## src/rtl/sync_fifo_flags_if.sv

```systemverilog
// Bus bundle for sync_fifo_flags: producer/consumer request lines plus every status output.
// Handshake: push_i writes only when accepted (not full, or a pop is accepted in the same cycle);
// pop_i is honoured only while not empty, and pop_valid_o qualifies pop_data_o.
interface sync_fifo_flags_if #(
  parameter int DEPTH  = 4,
  parameter int DATA_W = 8
);
  localparam int CNT_W = $clog2(DEPTH + 1);

  logic              push_i;
  logic [DATA_W-1:0] push_data_i;
  logic              pop_i;
  logic              clr_err_i;
  logic [DATA_W-1:0] pop_data_o;
  logic              pop_valid_o;
  logic              full_o;
  logic              empty_o;
  logic              almost_full_o;
  logic              almost_empty_o;
  logic [CNT_W-1:0]  count_o;
  logic              overflow_o;
  logic              underflow_o;

  modport master (
    output push_i, push_data_i, pop_i, clr_err_i,
    input  pop_data_o, pop_valid_o, full_o, empty_o, almost_full_o, almost_empty_o,
           count_o, overflow_o, underflow_o
  );

  modport slave (
    input  push_i, push_data_i, pop_i, clr_err_i,
    output pop_data_o, pop_valid_o, full_o, empty_o, almost_full_o, almost_empty_o,
           count_o, overflow_o, underflow_o
  );
endinterface

```

## src/rtl/sync_fifo_flags.sv

```systemverilog
// Single-clock FIFO with arbitrary depth, registered or fall-through read, threshold flags,
// occupancy count and sticky overflow/underflow error flags.
module sync_fifo_flags #(
  parameter int DEPTH    = 4,
  parameter int DATA_W   = 8,
  parameter int FWFT     = 0,
  parameter int AF_LEVEL = DEPTH - 1,
  parameter int AE_LEVEL = 1
) (
  input logic               clk,
  input logic               reset_n,
  sync_fifo_flags_if.slave  bus
);
  localparam int CNT_W = $clog2(DEPTH + 1);
  localparam int PTR_W = $clog2(DEPTH);
  localparam logic [CNT_W-1:0] C_DEPTH = CNT_W'(DEPTH);
  localparam logic [CNT_W-1:0] C_AF    = CNT_W'(AF_LEVEL);
  localparam logic [CNT_W-1:0] C_AE    = CNT_W'(AE_LEVEL);
  localparam logic [PTR_W-1:0] C_LAST  = PTR_W'(DEPTH - 1);

  logic [DATA_W-1:0] r_mem [DEPTH];
  logic [PTR_W-1:0]  r_wp;
  logic [PTR_W-1:0]  r_rp;
  logic [CNT_W-1:0]  r_count;
  logic              r_ovf;
  logic              r_unf;

  logic              w_empty;
  logic              w_full;
  logic              w_pop_acc;
  logic              w_push_acc;
  logic [CNT_W-1:0]  w_count_next;

  // Accept decisions use pre-edge occupancy; a push into a full FIFO rides on a same-cycle pop.
  assign w_empty      = (r_count == '0);
  assign w_full       = (r_count == C_DEPTH);
  assign w_pop_acc    = bus.pop_i & ~w_empty;
  assign w_push_acc   = bus.push_i & (~w_full | w_pop_acc);
  assign w_count_next = r_count + CNT_W'(w_push_acc) - CNT_W'(w_pop_acc);

  always_ff @(posedge clk or negedge reset_n) begin
    if (!reset_n) begin
      r_wp    <= '0;
      r_rp    <= '0;
      r_count <= '0;
      r_ovf   <= 1'b0;
      r_unf   <= 1'b0;
    end else begin
      r_count <= w_count_next;
      if (w_push_acc) r_wp <= (r_wp == C_LAST) ? '0 : r_wp + 1'b1;
      if (w_pop_acc)  r_rp <= (r_rp == C_LAST) ? '0 : r_rp + 1'b1;
      r_ovf <= (bus.push_i & ~w_push_acc) | (r_ovf & ~bus.clr_err_i);
      r_unf <= (bus.pop_i & ~w_pop_acc) | (r_unf & ~bus.clr_err_i);
    end
  end

  always_ff @(posedge clk) begin
    if (w_push_acc) r_mem[r_wp] <= bus.push_data_i;
  end

  assign bus.count_o        = r_count;
  assign bus.empty_o        = w_empty;
  assign bus.full_o         = w_full;
  assign bus.almost_full_o  = (r_count >= C_AF);
  assign bus.almost_empty_o = (r_count <= C_AE);
  assign bus.overflow_o     = r_ovf;
  assign bus.underflow_o    = r_unf;

  generate
    if (FWFT == 0) begin : g_reg_read
      logic [DATA_W-1:0] r_pop_data;
      logic              r_pop_valid;

      // Data register holds its last word between pops.
      always_ff @(posedge clk or negedge reset_n) begin
        if (!reset_n) begin
          r_pop_data  <= '0;
          r_pop_valid <= 1'b0;
        end else begin
          r_pop_valid <= w_pop_acc;
          if (w_pop_acc) r_pop_data <= r_mem[r_rp];
        end
      end

      assign bus.pop_data_o  = r_pop_data;
      assign bus.pop_valid_o = r_pop_valid;
    end else begin : g_fwft_read
      // Head word shown directly; forced to zero while empty so unreset storage never leaks.
      assign bus.pop_data_o  = w_empty ? '0 : r_mem[r_rp];
      assign bus.pop_valid_o = ~w_empty;
    end
  endgenerate
endmodule

```

## src/flat_wrapper.sv

```systemverilog
// flat-port wrapper written by rule: the top's interface ports become plain ports
module sync_fifo_flags_flat 
#(
  parameter int DEPTH    = 4,
  parameter int DATA_W   = 8,
  parameter int FWFT     = 0,
  parameter int AF_LEVEL = DEPTH - 1,
  parameter int AE_LEVEL = 1
)
  (clk, reset_n, bus_push_i, bus_push_data_i, bus_pop_i, bus_clr_err_i, bus_pop_data_o, bus_pop_valid_o, bus_full_o, bus_empty_o, bus_almost_full_o, bus_almost_empty_o, bus_count_o, bus_overflow_o, bus_underflow_o);
  sync_fifo_flags_if #(.DEPTH(DEPTH), .DATA_W(DATA_W)) bus_i ();
  input logic clk;
  input logic reset_n;
  input wire logic [$bits(bus_i.push_i)-1:0] bus_push_i;
  input wire logic [$bits(bus_i.push_data_i)-1:0] bus_push_data_i;
  input wire logic [$bits(bus_i.pop_i)-1:0] bus_pop_i;
  input wire logic [$bits(bus_i.clr_err_i)-1:0] bus_clr_err_i;
  output wire logic [$bits(bus_i.pop_data_o)-1:0] bus_pop_data_o;
  output wire logic [$bits(bus_i.pop_valid_o)-1:0] bus_pop_valid_o;
  output wire logic [$bits(bus_i.full_o)-1:0] bus_full_o;
  output wire logic [$bits(bus_i.empty_o)-1:0] bus_empty_o;
  output wire logic [$bits(bus_i.almost_full_o)-1:0] bus_almost_full_o;
  output wire logic [$bits(bus_i.almost_empty_o)-1:0] bus_almost_empty_o;
  output wire logic [$bits(bus_i.count_o)-1:0] bus_count_o;
  output wire logic [$bits(bus_i.overflow_o)-1:0] bus_overflow_o;
  output wire logic [$bits(bus_i.underflow_o)-1:0] bus_underflow_o;
  assign bus_i.push_i = bus_push_i;
  assign bus_i.push_data_i = bus_push_data_i;
  assign bus_i.pop_i = bus_pop_i;
  assign bus_i.clr_err_i = bus_clr_err_i;
  assign bus_pop_data_o = bus_i.pop_data_o;
  assign bus_pop_valid_o = bus_i.pop_valid_o;
  assign bus_full_o = bus_i.full_o;
  assign bus_empty_o = bus_i.empty_o;
  assign bus_almost_full_o = bus_i.almost_full_o;
  assign bus_almost_empty_o = bus_i.almost_empty_o;
  assign bus_count_o = bus_i.count_o;
  assign bus_overflow_o = bus_i.overflow_o;
  assign bus_underflow_o = bus_i.underflow_o;
  sync_fifo_flags #(.DEPTH(DEPTH), .DATA_W(DATA_W), .FWFT(FWFT), .AF_LEVEL(AF_LEVEL), .AE_LEVEL(AE_LEVEL)) u_core (.clk(clk), .reset_n(reset_n), .bus(bus_i));
endmodule
```

## config.mk

```make
export PLATFORM = sky130hd
export DESIGN_NAME = sync_fifo_flags_flat
export DESIGN_NICKNAME = d
export VERILOG_FILES = /design/src/rtl/sync_fifo_flags_if.sv /design/src/rtl/sync_fifo_flags.sv /design/src/flat_wrapper.sv
export SDC_FILE = /design/constraint.sdc
export NUM_CORES = 1
export LEC_CHECK = 0
export ABC_AREA = 1
export CAP_MARGIN = 10
export CORE_MARGIN = 3
export CORE_UTILIZATION = 49
export CTS_CLUSTER_DIAMETER = 30
export DETAILED_ROUTE_END_ITERATION = 6
export PLACE_DENSITY = 0.87
export SLEW_MARGIN = 40
export SYNTH_ARGS = -nofsm -noshare
export SYNTH_HDL_FRONTEND = slang
export SYNTH_SLANG_ARGS = --single-unit
```

## constraint.sdc

```tcl
create_clock -name clk -period 2 [get_ports clk]
set_input_delay 0.4 -clock clk [delete_from_list [all_inputs] [get_ports clk]]
set_output_delay 0.4 -clock clk [all_outputs]
set_load 0.1 [all_outputs]
```

==> impl_table.tex, run 1 <==
\begin{tabular}{lr}
\hline
Metric & Value \\
\hline
\multicolumn{2}{l}{\textbf{Status}} \\
\quad Run status & complete, no violations \\
\multicolumn{2}{l}{\textbf{STA}} \\
\quad Transition time at the pin with the least slew margin & 0.385 ns \\
\quad Smallest hold slack & 0.428 ns \\
\quad Final cycle utilization of the critical path & 98.4\% \\
\quad Pins over their slew limit & 0 \\
\quad Max-slew headroom at the worst pin & 74.3\% \\
\quad Maximum achievable frequency & 508 MHz \\
\quad Setup Skew & 0.0106 ns \\
\quad Final setup violation count & 0 \\
\quad Number of hold-slack violations in the final timing report & 0 \\
\quad Final Critical Period & 1.97 ns \\
\quad Setup repair after global routing missed its margin & true \\
\multicolumn{2}{l}{\textbf{Floorplan}} \\
\quad Vertical extent of the die & 74.1 microns \\
\quad Std-Cell Core Area & 4410 sq um \\
\quad Row count & 24 \\
\quad Num ports & 31 \\
\quad Die area & 5490 sq um \\
\quad Die X & 74.1 microns \\
\quad Starting density of the core & 51.5\% \\
\multicolumn{2}{l}{\textbf{Finish}} \\
\quad Ant diodes & 0 \\
\quad Design Area, Final & 2910 sq um \\
\quad \# fillers & 310 \\
\quad Ratio of cells with drive above 1 in the final layout & 21.3\% \\
\quad Layout overhead on the synthesized area & 28.1\% \\
\quad Final Net Count & 300 \\
\multicolumn{2}{l}{\textbf{Placed design}} \\
\quad IO Port Bufs & 30 \\
\quad Placed Area & 2770 sq um \\
\quad DP Wirelength & 3.13 mm \\
\quad Gp weighted congestion & 0.769 \\
\multicolumn{2}{l}{\textbf{Detailed routing}} \\
\quad Post-route DRC & 0 \\
\quad Number of nets still failing antenna checks after routing & 0 \\
\quad Wire length per cell after detailed routing & 13.8 microns \\
\quad Length of the first detailed-routing pass in iterations & 5 \\
\quad Post-Route WL & 4.53 mm \\
\quad Mean number of vias per cell & 4.89 \\
\quad Starting DRC count in detailed routing & 130 \\
\quad Routed via count & 1608 \\
\multicolumn{2}{l}{\textbf{Clock tree}} \\
\quad Maximum clock insertion buffer count & 2 \\
\quad Clock-pin slew on the worst setup and hold paths & 0.10 ns \\
\quad Num CTS Buffers & 5 \\
\quad Sink Count & 50 \\
\quad Worst skew pair latency & 0.31 ns \\
\quad Cell chosen for the clock root & clkbuf\_8 \\
\quad CTS tree & done \\
\quad Hold Buf Count CTS & 0 \\
\quad Maximum level of the CTS H-tree & 2 \\
\multicolumn{2}{l}{\textbf{Worst setup path}} \\
\quad Worst path buffer plus inverter count & 2 \\
\quad Slowest CP cell & fa\_2 \\
\quad Data required time at the worst endpoint & 2.25 ns \\
\quad Arrival time reported for the critical path endpoint & 2.22 ns \\
\quad Critical path class & flip-flop to flip-flop \\
\quad Startpoint kind of the worst setup timing path & flip-flop \\
\quad Crit path max fanout & 3 \\
\quad Maximum single-stage delay on the critical path & 0.53 ns \\
\quad Cell type with the highest occurrence count on the critical path & ha\_4 \\
\quad Element type at the critical path end & flip-flop \\
\quad Crit-path leading delay family & adder cells \\
\quad Cell-by-cell trace of the critical path & buf\_4, nor2\_4, a21oi\_4, ha\_4, inv\_2, ha\_4, fa\_2 \\
\multicolumn{2}{l}{\textbf{Synthesis}} \\
\quad Average cell area after synthesis & 9.97 sq um \\
\quad Number of synthesis warnings & 0 \\
\quad Syn\_nets & 252 \\
\quad Synthesized instance count & 228 \\
\quad Most area-consuming cells after synthesis & edfxtp\_1 (42\%), dfrtp\_1 (20\%), nand2\_1 (12\%) \\
\quad Number of flops mapped to enable cells by yosys & 32 \\
\quad Share of flip-flops with an asynchronous set or reset after synthesis & 36.0\% \\
\quad Cell variety after synth & 19 \\
\quad Cell type with the largest total area after synthesis & edfxtp\_1 \\
\quad Post-synthesis instance area & 2270 sq um \\
\quad FF+latch count, synth & 50 \\
\quad Sequential element share of the synthesized area & 62.1\% \\
\quad Share of the synthesized area in the top cell type & 42.3\% \\
\quad Main flop type after synthesis & edfxtp\_1 \\
\multicolumn{2}{l}{\textbf{Run}} \\
\quad Max-cap violations & 0 \\
\multicolumn{2}{l}{\textbf{GRT}} \\
\quad GRT Resource Usage Total & 18.4\% \\
\quad Wire length of the first global-routing pass & 7.42 mm \\
\quad Number of global-route vias before repair & 1615 \\
\quad Final global-route overflow total & 0 \\
\quad Initial antenna violation count & 0 \\
\quad Largest net degree at the start of global routing & 19 \\
\multicolumn{2}{l}{\textbf{Hold path}} \\
\quad Class of the tightest hold or removal check & primary input to asynchronous set/reset pin \\
\hline
\end{tabular}
sequential cells by signal, summed over array words and instances, names as in the netlist:
| signal | count |
|---|---|
| u_core.bus.underflow_o | 1 |
| u_core.r_mem | 32 |
| u_core.r_wp | 2 |
| u_core.bus.pop_data_o | 8 |
| u_core.bus.overflow_o | 1 |
| u_core.r_rp | 2 |
| u_core.bus.pop_valid_o | 1 |
| u_core.bus.count_o | 3 |
synth_stat cells, drive strengths merged (4+ instances only):
master  count
nand3      20
nand2      75
edfxtp     32
buf         5
ha         10
nor2        8
o21ai       4
inv        49
dfrtp      18
per-layer routing:
metal	wire [microns]	GRT usage [%]
met5	0	0
met4	103	9.66
met3	296	3.38
met2	2360	32.0
met1	1770	21.7
cells by family after synthesis:
logic type / Yosys count / share of synthesized area [%]
adder cells (fa/ha/maj): 11 / 6.39
AND/OR/NAND/NOR: 104 / 18.7
buffers and inverters: 55 / 10.2
AO/OA/AOI/OAI: 7 / 2.26
XOR/XNOR: 1 / 0.386
flip-flops: 50 / 62.1
per-stage QoR:
step           std cells  worst slack [ns]  setup TNS (ns)  util, %
3_5_place_dp         316           -0.0979          -0.154     62.8
2_1_floorplan        228           -0.0337         -0.0610        -
3_3_place_gp         316           -0.0478         -0.0703     62.8
5_1_grt              329           -0.0134         -0.0134     65.9
6_report             329            0.0315               0     65.9
4_1_cts              327            0.0197               0     65.5
cells in the final DEF (no fill, tap or decap):
cell type,synthesis,routed
nand2_1,75,73
inv_1,47,44
edfxtp_1,32,32
buf_4,0,27
nand3_1,20,20
dfrtp_1,18,15
clkdlybuf4s50_1,0,12
ha_1,10,8
nor2_1,7,7
buf_12,0,7
clkbuf_8,0,5
o21ai_0,4,4
inv_2,2,3
dfrtp_4,0,3
nand2_2,0,2
ha_4,0,2
inv_6,0,1
nor2_4,1,1
a21oi_4,1,1
inv_4,0,1
xnor2_1,1,1
a22o_2,0,1
nor3_4,0,1
o22ai_1,1,1
clkinv_1,1,1
fa_2,0,1
clkinv_2,0,1
clkinv_4,0,1
clkinvlp_4,0,1
final cells by class:
type / count / area [sq um] / area share (%)
inverter: 50 / 195 / 6.71
clock buffer: 5 / 68.8 / 2.36
timing repair buffer: 46 / 463 / 15.9
tap: 52 / 65.1 / 2.24
multi-input combinational: 123 / 674 / 23.2
clock inverter: 3 / 21.3 / 0.731
sequential: 50 / 1420 / 48.9
path summary, 6_finish.rpt:
kind / startpoint / endpoint / slack (ns) / depth (start not counted)
setup / recovery: u_core.bus.count_o[2] / u_core.bus.count_o[1] / 0.03 / 7
hold / removal: reset_n / u_core.bus.pop_data_o[4] / 0.43 / 2
setup reg to reg: u_core.bus.count_o[2] / u_core.bus.count_o[1] / 0.03 / 7
hold reg to reg: u_core.bus.pop_data_o[1] / u_core.bus.pop_data_o[1] / 0.49 / 2
max in group asynchronous: reset_n / u_core.bus.count_o[1] / 1.36 / 2
min in group clk: u_core.bus.pop_data_o[1] / u_core.bus.pop_data_o[1] / 0.49 / 2
timing repair:
| item | CTS | global route |
|---|---|---|
| resized for setup | 3 | 2 |
| endpoints found under the setup margin | 1 | 2 |
| setup buffers | 3 | 2 |
Power of run 1 is left out: the tool's default activity adds up to more than one toggle a clock period on the data nets, which glitch-free logic cannot reach.
==> run 2: changes to the inputs <==
--- a/config.mk
+++ b/config.mk
@@ -6,10 +6,11 @@
 export NUM_CORES = 1
 export LEC_CHECK = 0
 export ABC_AREA = 1
+export ABC_CLOCK_PERIOD_IN_PS = 2000
 export CAP_MARGIN = 10
 export CORE_MARGIN = 3
 export CORE_UTILIZATION = 49
-export CTS_CLUSTER_DIAMETER = 30
+export CTS_CLUSTER_DIAMETER = 150
 export DETAILED_ROUTE_END_ITERATION = 6
 export PLACE_DENSITY = 0.87
 export SLEW_MARGIN = 40
==> results of run 2 <==
No change in the layout: final DEF, timing and power equal those of run 1.
Power of run 2 is left out for the same reason.
==> run 3: changes to the inputs <==
--- a/config.mk
+++ b/config.mk
@@ -6,14 +6,14 @@
 export NUM_CORES = 1
 export LEC_CHECK = 0
 export ABC_AREA = 1
-export ABC_CLOCK_PERIOD_IN_PS = 2000
+export ABC_CLOCK_PERIOD_IN_PS = 1950
 export CAP_MARGIN = 10
+export CORE_ASPECT_RATIO = 0.8
 export CORE_MARGIN = 3
-export CORE_UTILIZATION = 49
+export CORE_UTILIZATION = 54
 export CTS_CLUSTER_DIAMETER = 150
 export DETAILED_ROUTE_END_ITERATION = 6
-export PLACE_DENSITY = 0.87
-export SLEW_MARGIN = 40
+export PLACE_DENSITY = 0.91
 export SYNTH_ARGS = -nofsm -noshare
 export SYNTH_HDL_FRONTEND = slang
 export SYNTH_SLANG_ARGS = --single-unit
==> constraint.sdc (replaced) <==
create_clock -name clk -period 1.95 [get_ports clk]
set_input_delay 0.39 -clock clk [delete_from_list [all_inputs] [get_ports clk]]
set_output_delay 0.39 -clock clk [all_outputs]
set_load 0.1 [all_outputs]
==> impl_table.tex, run 3 (synthesis gave the netlist of run 1 again) <==
\begin{tabular}{lr}
\hline
Metric & Value \\
\hline
\multicolumn{2}{l}{\textbf{Detailed routing}} \\
\quad Routed via count & 1662 (was 1608) \\
\quad Number of nets still failing antenna checks after routing & 0 (unchanged) \\
\quad Post-Route WL & 4.82 mm (was 4.53 mm) \\
\quad Length of the first detailed-routing pass in iterations & 4 (was 5) \\
\quad Starting DRC count in detailed routing & 97 (was 130) \\
\quad Wire length per cell after detailed routing & 14.3 microns (was 13.8 microns) \\
\quad Post-route DRC & 0 (unchanged) \\
\quad Mean number of vias per cell & 4.92 (was 4.89) \\
\multicolumn{2}{l}{\textbf{Clock tree}} \\
\quad Clock-pin slew on the worst setup and hold paths & 0.09 ns (was 0.10 ns) \\
\quad Num CTS Buffers & 5 (unchanged) \\
\quad CTS tree & done (unchanged) \\
\quad Cell chosen for the clock root & clkbuf\_8 (unchanged) \\
\quad Sink Count & 50 (unchanged) \\
\quad Worst skew pair latency & 0.30 ns (was 0.31 ns) \\
\quad Maximum clock insertion buffer count & 2 (unchanged) \\
\quad Maximum level of the CTS H-tree & 2 (unchanged) \\
\quad Hold Buf Count CTS & 0 (unchanged) \\
\multicolumn{2}{l}{\textbf{GRT}} \\
\quad Largest net degree at the start of global routing & 19 (unchanged) \\
\quad GRT Resource Usage Total & 19.7\% (was 18.4\%) \\
\quad Initial antenna violation count & 0 (unchanged) \\
\quad Number of global-route vias before repair & 1571 (was 1615) \\
\quad Final global-route overflow total & 0 (unchanged) \\
\quad Wire length of the first global-routing pass & 7.38 mm (was 7.42 mm) \\
\multicolumn{2}{l}{\textbf{Finish}} \\
\quad Ant diodes & 0 (unchanged) \\
\quad Commonest non-fill, non-tap cells in the layout & nand2\_1 (74), inv\_1 (44), buf\_4 (32), edfxtp\_1 (32), nand3\_1 (20) (was nand2\_1 (73), inv\_1 (44), edfxtp\_1 (32)) \\
\quad Final Net Count & 306 (was 300) \\
\quad Layout overhead on the synthesized area & 31.5\% (was 28.1\%) \\
\quad Register bank with the most flops & u\_core.r\_mem (unchanged) \\
\quad Commonest non-fill, non-tap cell in the layout & nand2\_1 (unchanged) \\
\quad \# fillers & 230 (was 310) \\
\quad Number of flip-flops under the largest register name & 32 (unchanged) \\
\quad Ratio of cells with drive above 1 in the final layout & 22.6\% (was 21.3\%) \\
\quad Post-route insts no fill & 338 (was 329) \\
\multicolumn{2}{l}{\textbf{STA}} \\
\quad Final setup violation count & 1 (was 0) \\
\quad Transition time at the pin with the least slew margin & 0.443 ns (was 0.385 ns) \\
\quad Number of hold-slack violations in the final timing report & 0 (unchanged) \\
\quad Maximum achievable frequency & 510 MHz (was 508 MHz) \\
\quad Setup repair after global routing missed its margin & true (unchanged) \\
\quad Final Critical Period & 1.96 ns (was 1.97 ns) \\
\quad Final cycle utilization of the critical path & 101\% (was 98.4\%) \\
\quad Max-slew headroom at the worst pin & 70.5\% (was 74.3\%) \\
\quad Worst setup margin & -0.0100 ns (was 0.0315 ns) \\
\quad Setup Skew & 0.0132 ns (was 0.0106 ns) \\
\quad Pins over their slew limit & 0 (unchanged) \\
\multicolumn{2}{l}{\textbf{Floorplan}} \\
\quad Starting density of the core & 57.8\% (was 51.5\%) \\
\quad Num ports & 31 (unchanged) \\
\quad Row count & 20 (was 24) \\
\quad Vertical extent of the die & 64.0 microns (was 74.1 microns) \\
\quad Std-Cell Core Area & 3930 sq um (was 4410 sq um) \\
\quad Die X & 78.5 microns (was 74.1 microns) \\
\quad Die area & 5030 sq um (was 5490 sq um) \\
\multicolumn{2}{l}{\textbf{Hold path}} \\
\quad Class of the tightest hold or removal check & primary input to asynchronous set/reset pin (unchanged) \\
\multicolumn{2}{l}{\textbf{Run}} \\
\quad Max-cap violations & 0 (unchanged) \\
\multicolumn{2}{l}{\textbf{Worst setup path}} \\
\quad Critical path class & flip-flop to flip-flop (unchanged) \\
\quad Crit path max fanout & 4 (was 3) \\
\quad Worst reg-to-reg path cell count & 8 (was 7) \\
\quad Cell type with the highest occurrence count on the critical path & ha\_4 (unchanged) \\
\quad Slowest CP cell & dfrtp\_4 (was fa\_2) \\
\quad Data required time at the worst endpoint & 2.15 ns (was 2.25 ns) \\
\quad Element type at the critical path end & flip-flop (unchanged) \\
\quad Startpoint kind of the worst setup timing path & flip-flop (unchanged) \\
\quad Cell-by-cell trace of the critical path & buf\_6, nor2\_4, a21oi\_4, ha\_4, inv\_2, ha\_4, fa\_2, xnor2\_2 (was buf\_4, nor2\_4, a21oi\_4, ha\_4, inv\_2, ha\_4, fa\_2) \\
\quad Setup slack, reg-to-reg & -0.01 ns (was 0.03 ns) \\
\quad Arrival time reported for the critical path endpoint & 2.16 ns (was 2.22 ns) \\
\quad Maximum single-stage delay on the critical path & 0.52 ns (was 0.53 ns) \\
\multicolumn{2}{l}{\textbf{Placed design}} \\
\quad Placed Cells & 321 (was 316) \\
\quad IO Port Bufs & 30 (unchanged) \\
\quad Setup WS pre-CTS & -0.0975 ns (was -0.0979 ns) \\
\quad DP Wirelength & 3.11 mm (was 3.13 mm) \\
\quad Gp weighted congestion & 0.811 (was 0.769) \\
\multicolumn{2}{l}{\textbf{Status}} \\
\quad Run status & complete, but fails checks (was complete, no violations) \\
\quad Violations in the final reports & negative setup slack \\
\hline
\end{tabular}
==> run 3: layout make-up <==
class	instances	area (sq um)	share of cell area, %
timing repair buffer	52	512	17.1
tap	55	68.8	2.30
multi-input combinational	123	699	23.4
inverter	50	195	6.53
clock buffer	8	90.1	3.02
sequential	50	1420	47.6
==> run 3: worst max-delay path: cells and delay by family (launching register included) <==
kind	cells	cell delay, ns
fa+ha+maj	3	0.78
flops	1	0.52
simple gates	1	0.14
buf+inv	2	0.18
xor+xnor	1	0.15
compound gates	1	0.08
==> run 3: what timing repair did <==
item	4_1_cts	5_1_grt
hold endpoints to repair	0	0
pin swaps	0	5
buffers inserted	4	5
resized for setup	3	7
setup endpoints to repair	1	5
==> run 3: per-layer routing <==
layer  global-route usage (%)  wire length [microns]  up-vias
met5                        0                      0        -
li1                         -                      -      807
met2                     30.8                   2330       68
met4                     8.73                    112        0
met3                     3.94                    368       12
met1                     26.6                   2010      775
==> run 3: path summary, 6_finish.rpt <==
check | to | startpoint
worst max-delay path | u_core.bus.count_o[2] | u_core.bus.count_o[1]
worst min-delay path | u_core.r_rp[1] | reset_n
worst max register to register | u_core.bus.count_o[2] | u_core.bus.count_o[1]
worst min register to register | u_core.bus.pop_data_o[7] | u_core.bus.pop_data_o[7]
max in group asynchronous | u_core.bus.count_o[0] | reset_n
min in group clk | u_core.bus.pop_data_o[7] | u_core.bus.pop_data_o[7]
==> run 3: stage by stage <==
stage	TNS (ns)	instance area, sq um	utilization, %	hold slack (ns)
after floorplan	-0.142	2330	-	0.0944
after global placement	-0.153	2790	71.1	0.464
after detailed placement	-0.194	2790	71.1	0.471
after CTS	0	2920	74.2	0.410
after global routing	-0.131	2990	76.1	0.413
final	-0.0100	2990	76.1	0.411
Power of run 3 is left out for the same reason.
